[config.mk]
export PLATFORM = sky130hd
export DESIGN_NAME = ex_muldiv_iter
export DESIGN_NICKNAME = d
export VERILOG_FILES = /design/src/rtl/ex_muldiv_iter.sv
export SDC_FILE = /design/constraint.sdc
export NUM_CORES = 1
export LEC_CHECK = 0
export ABC_AREA = 1
export BUFFER_PORTS_ARGS = -buffer_cell sky130_fd_sc_hd__buf_2
export CAP_MARGIN = 5
export CORE_MARGIN = 3
export CORE_UTILIZATION = 50
export DETAILED_ROUTE_END_ITERATION = 12
export GPL_TIMING_DRIVEN = 0
export PLACE_DENSITY = 0.7
export SLEW_MARGIN = 30
export SYNTH_ARGS = -nofsm -noshare
export SYNTH_HDL_FRONTEND = slang
export SYNTH_SLANG_ARGS = --single-unit
[constraint.sdc]
create_clock -name clk -period 3.75 [get_ports clk]
set_input_delay 0 -clock clk [delete_from_list [all_inputs] [get_ports clk]]
set_output_delay 0 -clock clk [all_outputs]
set_load 0.01 [all_outputs]
[src/rtl/ex_muldiv_iter.sv]
// ex_muldiv_iter: iterative multiply/divide unit for the execute stage.
// MULT/MULTU use shift-add, DIV/DIVU use restoring division, one result bit
// per cycle. Signed operations run on magnitudes and are sign-corrected in a
// single FIX cycle. A stall request holds the pipeline while the unit works.
module ex_muldiv_iter #(
  parameter int DW = 32
) (
  input  logic          clk,
  input  logic          rst,
  input  logic          start_i,
  input  logic [1:0]    op_i,
  input  logic [DW-1:0] opa_i,
  input  logic [DW-1:0] opb_i,
  input  logic          annul_i,
  output logic          stall_req_o,
  output logic          busy_o,
  output logic          done_o,
  output logic          div_zero_o,
  output logic [DW-1:0] hi_o,
  output logic [DW-1:0] lo_o
);

  // Iteration counter width; derived from DW and not meant to be overridden.
  localparam int CW = $clog2(DW) + 1;

  typedef enum logic [1:0] {
    S_IDLE = 2'd0,
    S_CALC = 2'd1,
    S_FIX  = 2'd2,
    S_DONE = 2'd3
  } state_e;

  // op_i[1] selects divide, op_i[0] selects unsigned.
  state_e          state_q, state_d;
  logic [CW-1:0]   cnt_q, cnt_d;
  logic            is_div_q, is_div_d;
  logic            is_signed_q, is_signed_d;
  logic            sign_a_q, sign_a_d;
  logic            sign_b_q, sign_b_d;
  logic [DW-1:0]   a_q, a_d;
  logic [DW-1:0]   b_q, b_d;
  logic [2*DW-1:0] acc_q, acc_d;
  logic [DW-1:0]   hi_q, hi_d;
  logic [DW-1:0]   lo_q, lo_d;
  logic            dz_q, dz_d;

  logic            accept;
  logic            req_signed;
  logic            req_div_zero;
  logic            opa_neg, opb_neg;
  logic [DW-1:0]   opa_mag, opb_mag;

  logic [DW:0]     mul_sum;
  logic [2*DW-1:0] mul_next;
  logic [DW:0]     div_rem_sh;
  logic            div_ge;
  logic [DW-1:0]   div_rem_new;
  logic [2*DW-1:0] div_next;
  logic [2*DW-1:0] fixed;

  // Request decode and operand magnitudes, evaluated only while IDLE.
  always_comb begin
    accept       = (state_q == S_IDLE) && start_i && !annul_i;
    req_signed   = !op_i[0];
    req_div_zero = op_i[1] && (opb_i == '0);
    opa_neg      = req_signed && opa_i[DW-1];
    opb_neg      = req_signed && opb_i[DW-1];
    // The most-negative input negates to itself, which is the correct
    // DW-bit unsigned magnitude.
    opa_mag      = opa_neg ? -opa_i : opa_i;
    opb_mag      = opb_neg ? -opb_i : opb_i;
  end

  // One iteration step for each algorithm plus the signed correction.
  always_comb begin
    // Multiply: add the multiplicand when the multiplier LSB is set, then
    // shift the {partial, multiplier} accumulator right by one.
    mul_sum  = {1'b0, acc_q[2*DW-1:DW]} + (acc_q[0] ? {1'b0, a_q} : '0);
    mul_next = {mul_sum, acc_q[DW-1:1]};

    // Divide: shift {rem, quo} left, subtract the divisor when it fits.
    // The remainder is always below the divisor, so the difference fits
    // in DW bits even when the shifted value overflows into bit DW.
    div_rem_sh  = acc_q[2*DW-1:DW-1];
    div_ge      = div_rem_sh >= {1'b0, b_q};
    div_rem_new = div_ge ? (div_rem_sh[DW-1:0] - b_q) : div_rem_sh[DW-1:0];
    div_next    = {div_rem_new, acc_q[DW-2:0], div_ge};

    // Sign correction: product negated on differing signs; quotient negated
    // on differing signs, remainder follows the dividend.
    fixed = acc_q;
    if (is_signed_q) begin
      if (!is_div_q) begin
        if (sign_a_q ^ sign_b_q) fixed = -acc_q;
      end else begin
        fixed[2*DW-1:DW] = sign_a_q ? -acc_q[2*DW-1:DW] : acc_q[2*DW-1:DW];
        fixed[DW-1:0]    = (sign_a_q ^ sign_b_q) ? -acc_q[DW-1:0] : acc_q[DW-1:0];
      end
    end
  end

  // Control: next state, iteration counter and handshake outputs.
  always_comb begin
    // NOTE: every signal driven here gets a default first, so no path can
    // leave one unassigned and infer a latch.
    state_d     = state_q;
    cnt_d       = cnt_q;
    stall_req_o = 1'b0;
    busy_o      = (state_q != S_IDLE);
    done_o      = 1'b0;
    unique case (state_q)
      S_IDLE: begin
        stall_req_o = accept;
        if (accept) begin
          cnt_d   = '0;
          state_d = req_div_zero ? S_DONE : S_CALC;
        end
      end
      S_CALC: begin
        stall_req_o = 1'b1;
        if (annul_i) begin
          state_d = S_IDLE;
        end else begin
          cnt_d = cnt_q + CW'(1);
          if (cnt_q == CW'(DW - 1)) state_d = S_FIX;
        end
      end
      S_FIX: begin
        stall_req_o = 1'b1;
        state_d     = annul_i ? S_IDLE : S_DONE;
      end
      S_DONE: begin
        done_o  = 1'b1;
        state_d = S_IDLE;
      end
      default: state_d = S_IDLE;
    endcase
  end

  // Datapath next-state: operand capture, iteration and result commit.
  always_comb begin
    is_div_d    = is_div_q;
    is_signed_d = is_signed_q;
    sign_a_d    = sign_a_q;
    sign_b_d    = sign_b_q;
    a_d         = a_q;
    b_d         = b_q;
    acc_d       = acc_q;
    hi_d        = hi_q;
    lo_d        = lo_q;
    dz_d        = dz_q;
    unique case (state_q)
      S_IDLE: begin
        if (accept) begin
          is_div_d    = op_i[1];
          is_signed_d = req_signed;
          sign_a_d    = opa_neg;
          sign_b_d    = opb_neg;
          a_d         = opa_mag;
          b_d         = opb_mag;
          // Multiply seeds the low half with the multiplier; divide seeds
          // it with the dividend.
          acc_d       = op_i[1] ? {{DW{1'b0}}, opa_mag} : {{DW{1'b0}}, opb_mag};
          if (req_div_zero) begin
            hi_d = opa_i;
            lo_d = '1;
            dz_d = 1'b1;
          end
        end
      end
      S_CALC: begin
        if (!annul_i) acc_d = is_div_q ? div_next : mul_next;
      end
      S_FIX: begin
        if (!annul_i) begin
          acc_d = fixed;
          hi_d  = fixed[2*DW-1:DW];
          lo_d  = fixed[DW-1:0];
          dz_d  = 1'b0;
        end
      end
      default: ;
    endcase
  end

  // State and counter registers.
  always_ff @(posedge clk or negedge rst) begin
    if (!rst) begin
      state_q <= S_IDLE;
      cnt_q   <= '0;
    end else begin
      // NOTE: non-blocking assignments so every register samples the values
      // from before this edge, independent of statement order.
      state_q <= state_d;
      cnt_q   <= cnt_d;
    end
  end

  // Datapath and result registers.
  always_ff @(posedge clk or negedge rst) begin
    if (!rst) begin
      is_div_q    <= 1'b0;
      is_signed_q <= 1'b0;
      sign_a_q    <= 1'b0;
      sign_b_q    <= 1'b0;
      a_q         <= '0;
      b_q         <= '0;
      acc_q       <= '0;
      hi_q        <= '0;
      lo_q        <= '0;
      dz_q        <= 1'b0;
    end else begin
      is_div_q    <= is_div_d;
      is_signed_q <= is_signed_d;
      sign_a_q    <= sign_a_d;
      sign_b_q    <= sign_b_d;
      a_q         <= a_d;
      b_q         <= b_d;
      acc_q       <= acc_d;
      hi_q        <= hi_d;
      lo_q        <= lo_d;
      dz_q        <= dz_d;
    end
  end

  // Results hold between operations; the divide-by-zero flag is only
  // presented alongside done_o.
  assign hi_o       = hi_q;
  assign lo_o       = lo_q;
  assign div_zero_o = dz_q && (state_q == S_DONE);

endmodule
-- After elaboration in Yosys (flattened, before gate mapping)
Index checks and enable logic that the tools add are counted.
- flip-flop bits (word level): 205
- output and inout port bits: 68
- logic and storage cells: 89
- $add $sub $neg: 8
- order comparisons: 1
- equal/unequal tests: 9
- multiplexer cells: 38
- bitwise operators: 1
- reduce and logical (&&, ||, !) cells: 20
- operator list (kind ; count):
    $mux W64 ; 7
    $mux W32 ; 13
    $pmux W64 S3 ; 1
    $neg A32 Y32 ; 4
    $pmux W32 S2 ; 2
    $neg A64 Y64 ; 1
    $add A32 B32 Y33 ; 1
    $ge A33 B32 Y1 ; 1
    $logic_not A32 Y1 ; 1
    $sub A32 B32 Y32 ; 1
    $mux W6 ; 2
    $pmux W6 S2 ; 1
    $mux W2 ; 5
    $ne A2 B2 Y1 const B ; 4
    $pmux W2 S4 ; 1
    $reduce_and A4 Y1 ; 2
    $add A6 B1 Y6 const B ; 1
    $eq A6 B5 Y1 const B ; 1
    $logic_and A1 B1 Y1 ; 6
    $reduce_bool A2 Y1 ; 3
    $eq A2 B2 Y1 const B ; 2
    $mux W1 ; 4
    $pmux W1 S2 ; 2
    $reduce_and A2 Y1 ; 2
    8 further kinds ; 9

-- Longest topological paths before layout
- word-level depth: 6
- mapped depth: 22
- mapped depth without buffers: 20

-- Worst setup path after synthesis
No wires, ideal clock.
- path type: reg-to-reg
- start point: register acc_q[0]
- end point: register acc_q[61]
- data arrival time: 2.600 ns
- required time: 3.633 ns
- path slack: 1.033 ns
- stages on the path, launching flop included: 22
- cell sequence: dfrtp_1 -> buf_2 -> clkbuf_1 -> nand2_1 -> inv_1 -> ha_1 -> inv_1 -> fa_1 -> o21ai_0 -> nand2_1 -> nand2_1 -> nand2_1 -> nand2_1 -> nand2_1 -> nand3_1 -> nand3_1 -> nand2_1 -> inv_1 -> nand2_1 -> nand2_1 -> nand2_1 -> nand2_1
- longest elaborated chain between the ends: 6
- ends and longest elaborated chain (what ; line ; source):
    from (decl) ; 42 ; logic [2*DW-1:0] acc_q, acc_d;
    from (signal assigned) ; 208 ; acc_q <= '0;
    from (signal assigned) ; 219 ; acc_q <= acc_d;
    $neg A64 Y64 ; 94 ; if (sign_a_q ^ sign_b_q) fixed = -acc_q;
    $mux W64 ; 94 ;
    $mux W64 ; 93 ; if (!is_div_q) begin
    $mux W64 ; 92 ; if (is_signed_q) begin
    $mux W64 ; 175 ; if (!annul_i) begin
    $pmux W64 S3 (*) ; 152 ; unique case (state_q)
Mark *: on every way between the ends. The rest lies on a longest branch, timed or not. The select of a mux whose other input is x is not followed.
A chain may end at the register's enable or synchronous reset.

-- Final worst setup path
- start point: register state_q[0]
- end point: register b_q[29]
- longest elaborated chain between the ends: 4
- ends and longest elaborated chain (what ; line ; source):
    from (decl) ; 34 ; state_e state_q, state_d;
    from (signal assigned) ; 194 ; state_q <= state_d;
    $logic_not A2 Y1 (*) ; 63, 152 ;
    $logic_and A1 B1 Y1 (2 in series) ; 63 ; accept = (state_q == S_IDLE) && start_i && !annul_i;
    $reduce_and A2 Y1 (no line) (*) ; -- ;
    to (signal assigned) ; 207 ; b_q <= '0;
    to (signal assigned) ; 218 ; b_q <= b_d;
    to (decl) ; 41 ; logic [DW-1:0] b_q, b_d;
Mark *: on every way between the ends. The rest lies on a longest branch, timed or not.

==> impl_results.md <==
* Status: complete, no violations
* Period utilisation layout at a little over nine tenths
* Wirelength per Cell at 24.0 um
* Final core occ at between 50% and 60%
* Root Buffer: clkbuf_16
* Area delta synth->final at 14.9%
* Number of global-route vias before repair at approximately 22000
* Antenna violations before repair at 2
* I/O pin total at roughly 140
* Die area at 40800 um2
* Synth Warn # at 0
* Routed vias at approximately 24000
* Compound-Gate Fraction of Synth Area at around 15%
* Adder-cell share of the synthesized area at under 10%
* R2r setup slk at 0.11 ns
* CP Capture Type: register
* Worst-path clk slew at roughly 0.060 ns
* CTS Sinks at 205
* Final Skew at 0.0126 ns
* Via density per instance at between 6 and 7
* Switching fraction of total power at about 58%
* Min-Delay Endpoint: b_q[3]
* Place WS at ~0.017 ns
* Type of origin of the critical path: register
* Psw at 12.5 mW
* Final Max Slew Viols at 0
* CTS tree: done
* WS Path Type: register to register
* Mean Syn Cell Area at around 6 um2
* Syn nets at between 3000 and 4000
* Global-route usage over all layers at 44.5%
* Skew-Pair Late Insertion Delay at around 0.54 ns
* Hold Path Depth at 5
* Internal Power at 8.89 mW
* Clk pwr share at 11.8%
* Post-Syn Area at 19200 um2
* PortBufs at between 100 and 150
* CORE AREA at between 30000 and 40000 um2
* Hold Path Origin: opb_i[3]
* Xor/xnor share of the synthesized area at 4.34%
* Overall power at between 20 and 25 mW
* Site Rows at 71
* Crit path arrival time at ~4 ns
* Htree depth at 1
* Dpl cells at 3807
* Rel. slew slack at 27.3%
* CP required at between 4 and 5 ns
* Sequential share of the synthesized area at between 20% and 30%
* Synth area leader: dfrtp_1
* Share of cells above drive strength 1 at 8.17%
* RSZ-0062 raised after global routing: no
* Max IR drop VDD at 0.000486 V
* Die height at 202 um
* DR DRC count at 0
* R2R depth at 10
* Seq pwr share at around a fifth
* Area post-placement at between 20000 and 25000 um2
* Minimum clock period at roughly 3.6 ns
* Final non-filler cell total at 3914
* Design area at about 22000 um2
* Drt first pass iters at 7
* Lkg Pwr at 11.4 nW
* Clock buffer count from CTS at 24
* Largest net degree at the start of global routing at 84
* Worst hold path type: primary input to register
* Proportion of netlist area held by the largest area contributor at 26.7%
* NumNets Final at 3530
* Comb power frac at between 60% and 70%
* Routed Antenna Nets at 0
* Unique masters post-synth at 53
* CP max FO at 10
* CTS Buffer Depth at 3
* MaxCap Viol Count at 0
* # fillers at 3800
* Multi-input logic area at approximately 12000 um2
* Post-detail-place hpwl at ~75 mm
* Largest family of logic cells by synthesized area: simple AND/OR/NAND/NOR gates
* Fmax at between 0.2 and 0.3 GHz
* Actual slew at the worst max-slew pin at 1.09 ns
* First-pass GRT wire length at 136 mm
* Dominant cells by area after synthesis: dfrtp_1 (27%), nand2_1 (19%), inv_1 (8.0%)
* Synth Area in Simple Gates at between 30% and 40%
* Die W at between 200 and 250 um
* Reg2Reg Launch Point: state_q[0]
* GPL Wtd Cong at 1.14
* PwrDens at 968 nW/um2
* Register area at roughly 5000 um2
* Iteration-0 DRC Markers at roughly 3300
* Initial core utilization at between 50% and 60%
* Gr ovfl total at 0
* Synth Register Bits at 205
* Setup Viol. Count Final at 0
* Final wirelength at 93.9 mm
* Mux contribution to synthesized area at less than 1%
* Final Hold Viols at 0
* Final setup margin at about 0.11 ns
* Mapped Cells at 3157
* FF-to-FF End: b_q[29]
-- power by group through the flow --
| stage | logic, mW | registers [mW] | clock network [mW] |
|---|---|---|---|
| finish | 14.5 | 4.27 | 2.52 |
| global placement | 13.6 | 4.18 | 0 |
| floorplan | 9.10 | 3.90 | 0 |
| detailed placement | 13.7 | 4.20 | 0 |
| global route | 15.6 | 4.31 | 2.59 |
| CTS | 13.9 | 4.19 | 2.52 |
-- Yosys cell counts, drive strengths merged --
cell    instances
o221ai          5
mux2            1
xnor2          12
o22ai           2
nor3           39
clkinv          5
xor2           83
a31oi          29
a21o            6
nand4          57
o31ai           5
a21oi         151
and2            5
nor2b           1
nor4            5
a22oi          13
dfrtp         205
nand3b         11
nor2          335
or2            15
o211ai         35
nand2         982
o21a            9
nand2b          1
o21ai         240
clkbuf         51
nand3         288
buf            52
a21boi          1
inv           425
o21bai         12
fa              2
ha             74
-- critical path, cell delays in order (launching register included) --
cell and delay (ns):
dfrtp_1 0.44, inv_1 0.11, ha_1 0.29, nand3_1 0.32, clkbuf_1 0.43, inv_1 0.34
buf_2 0.32, buf_1 0.49, nor2_1 0.09, a31oi_1 0.16, dlygate4sd3_1 0.57
-- cell usage in the layout (no fill, tap or decap), types with 6 or more instances in the layout --
master	n
a22oi_1	13
o21bai_1	12
nand4_1	57
dlygate4sd3_1	62
dfrtp_1	205
nor2_2	9
o21a_1	9
nor3_1	36
clkbuf_1	55
a21o_1	6
inv_2	14
nand3b_1	11
ha_1	74
nand2_1	974
o21ai_1	29
clkbuf_16	25
a21oi_1	149
a31oi_1	29
o211ai_1	35
xnor2_1	12
inv_1	410
o21ai_0	209
nor2_1	321
buf_2	162
nand3_1	284
buf_1	18
or2_2	13
xor2_1	83
clkinv_2	6
-- per-stage QoR --
stage / hold slack [ns] / TNS (ns)
after global placement: 0.250 / -151.86
after detailed placement: -0.0313 / 0
after floorplan: -0.296 / 0
after global routing: 0.0491 / 0
after CTS: 0.0168 / 0
final: 0.0399 / 0
-- kinds of logic (layout without fill, tap and decap cells) --
| kind of cell | Yosys count | count (layout) |
|---|---|---|
| adder cells (fa/ha/maj) | 76 | 76 |
| XOR/XNOR | 95 | 95 |
| flip-flops | 205 | 205 |
| buffers and inverters | 533 | 777 |
| other | 0 | 2 |
| AND/OR/NAND/NOR | 1739 | 1739 |
| multiplexers | 1 | 1 |
| AO/OA/AOI/OAI | 508 | 508 |
-- cell type report --
cell class,count,area share (%)
timing repair buffer,201,6.22
clock buffer,31,3.03
buffer,103,2.10
sequential,205,23.3
clock inverter,12,0.777
tap,511,2.90
inverter,430,7.34
multi-input combinational,2419,54.4
antenna,2,0.0227
-- routing by layer --
| metal | vias up | part of all wire [%] | GRT usage, % | wire length (um) |
|---|---|---|---|---|
| li1 | 10600 | - | - | - |
| met1 | 11000 | 37 | 56.2 | 35000 |
| met2 | 1756 | 42 | 66.1 | 39100 |
| met3 | 417 | 12 | 10.3 | 11000 |
| met4 | 0 | 9.4 | 33.8 | 8820 |
| met5 | - | 0 | 0 | 0 |
-- timing repair --
action / CTS / global route
hold buffers: 62 / 0
buffers inserted: 0 / 0
endpoints found under the setup margin: 1 / 9
endpoints found under the hold margin: 227 / 0
gates resized for setup: 1 / 2
cloned: 0 / 0
-- worst max-delay path by stage --
| stage | startpoint | to | cells past startpoint |
|---|---|---|---|
| global route | acc_q[0] | acc_q[61] | 22 |
| global placement | rst | lo_o[6] | 1 |
| CTS | state_q[0] | b_q[29] | 9 |
| floorplan | acc_q[0] | acc_q[61] | 21 |
| detailed placement | acc_q[0] | acc_q[53] | 21 |
| finish | state_q[0] | b_q[29] | 10 |
-- sequential cells by signal (all words and copies together), names as in the netlist --
signal       cells
sign_b_q         1
a_q             32
hi_o            32
state_q          2
lo_o            32
acc_q           64
is_signed_q      1
is_div_q         1
sign_a_q         1
dz_q             1
b_q             32
cnt_q            6
Power figures use the tool's default switching activity.
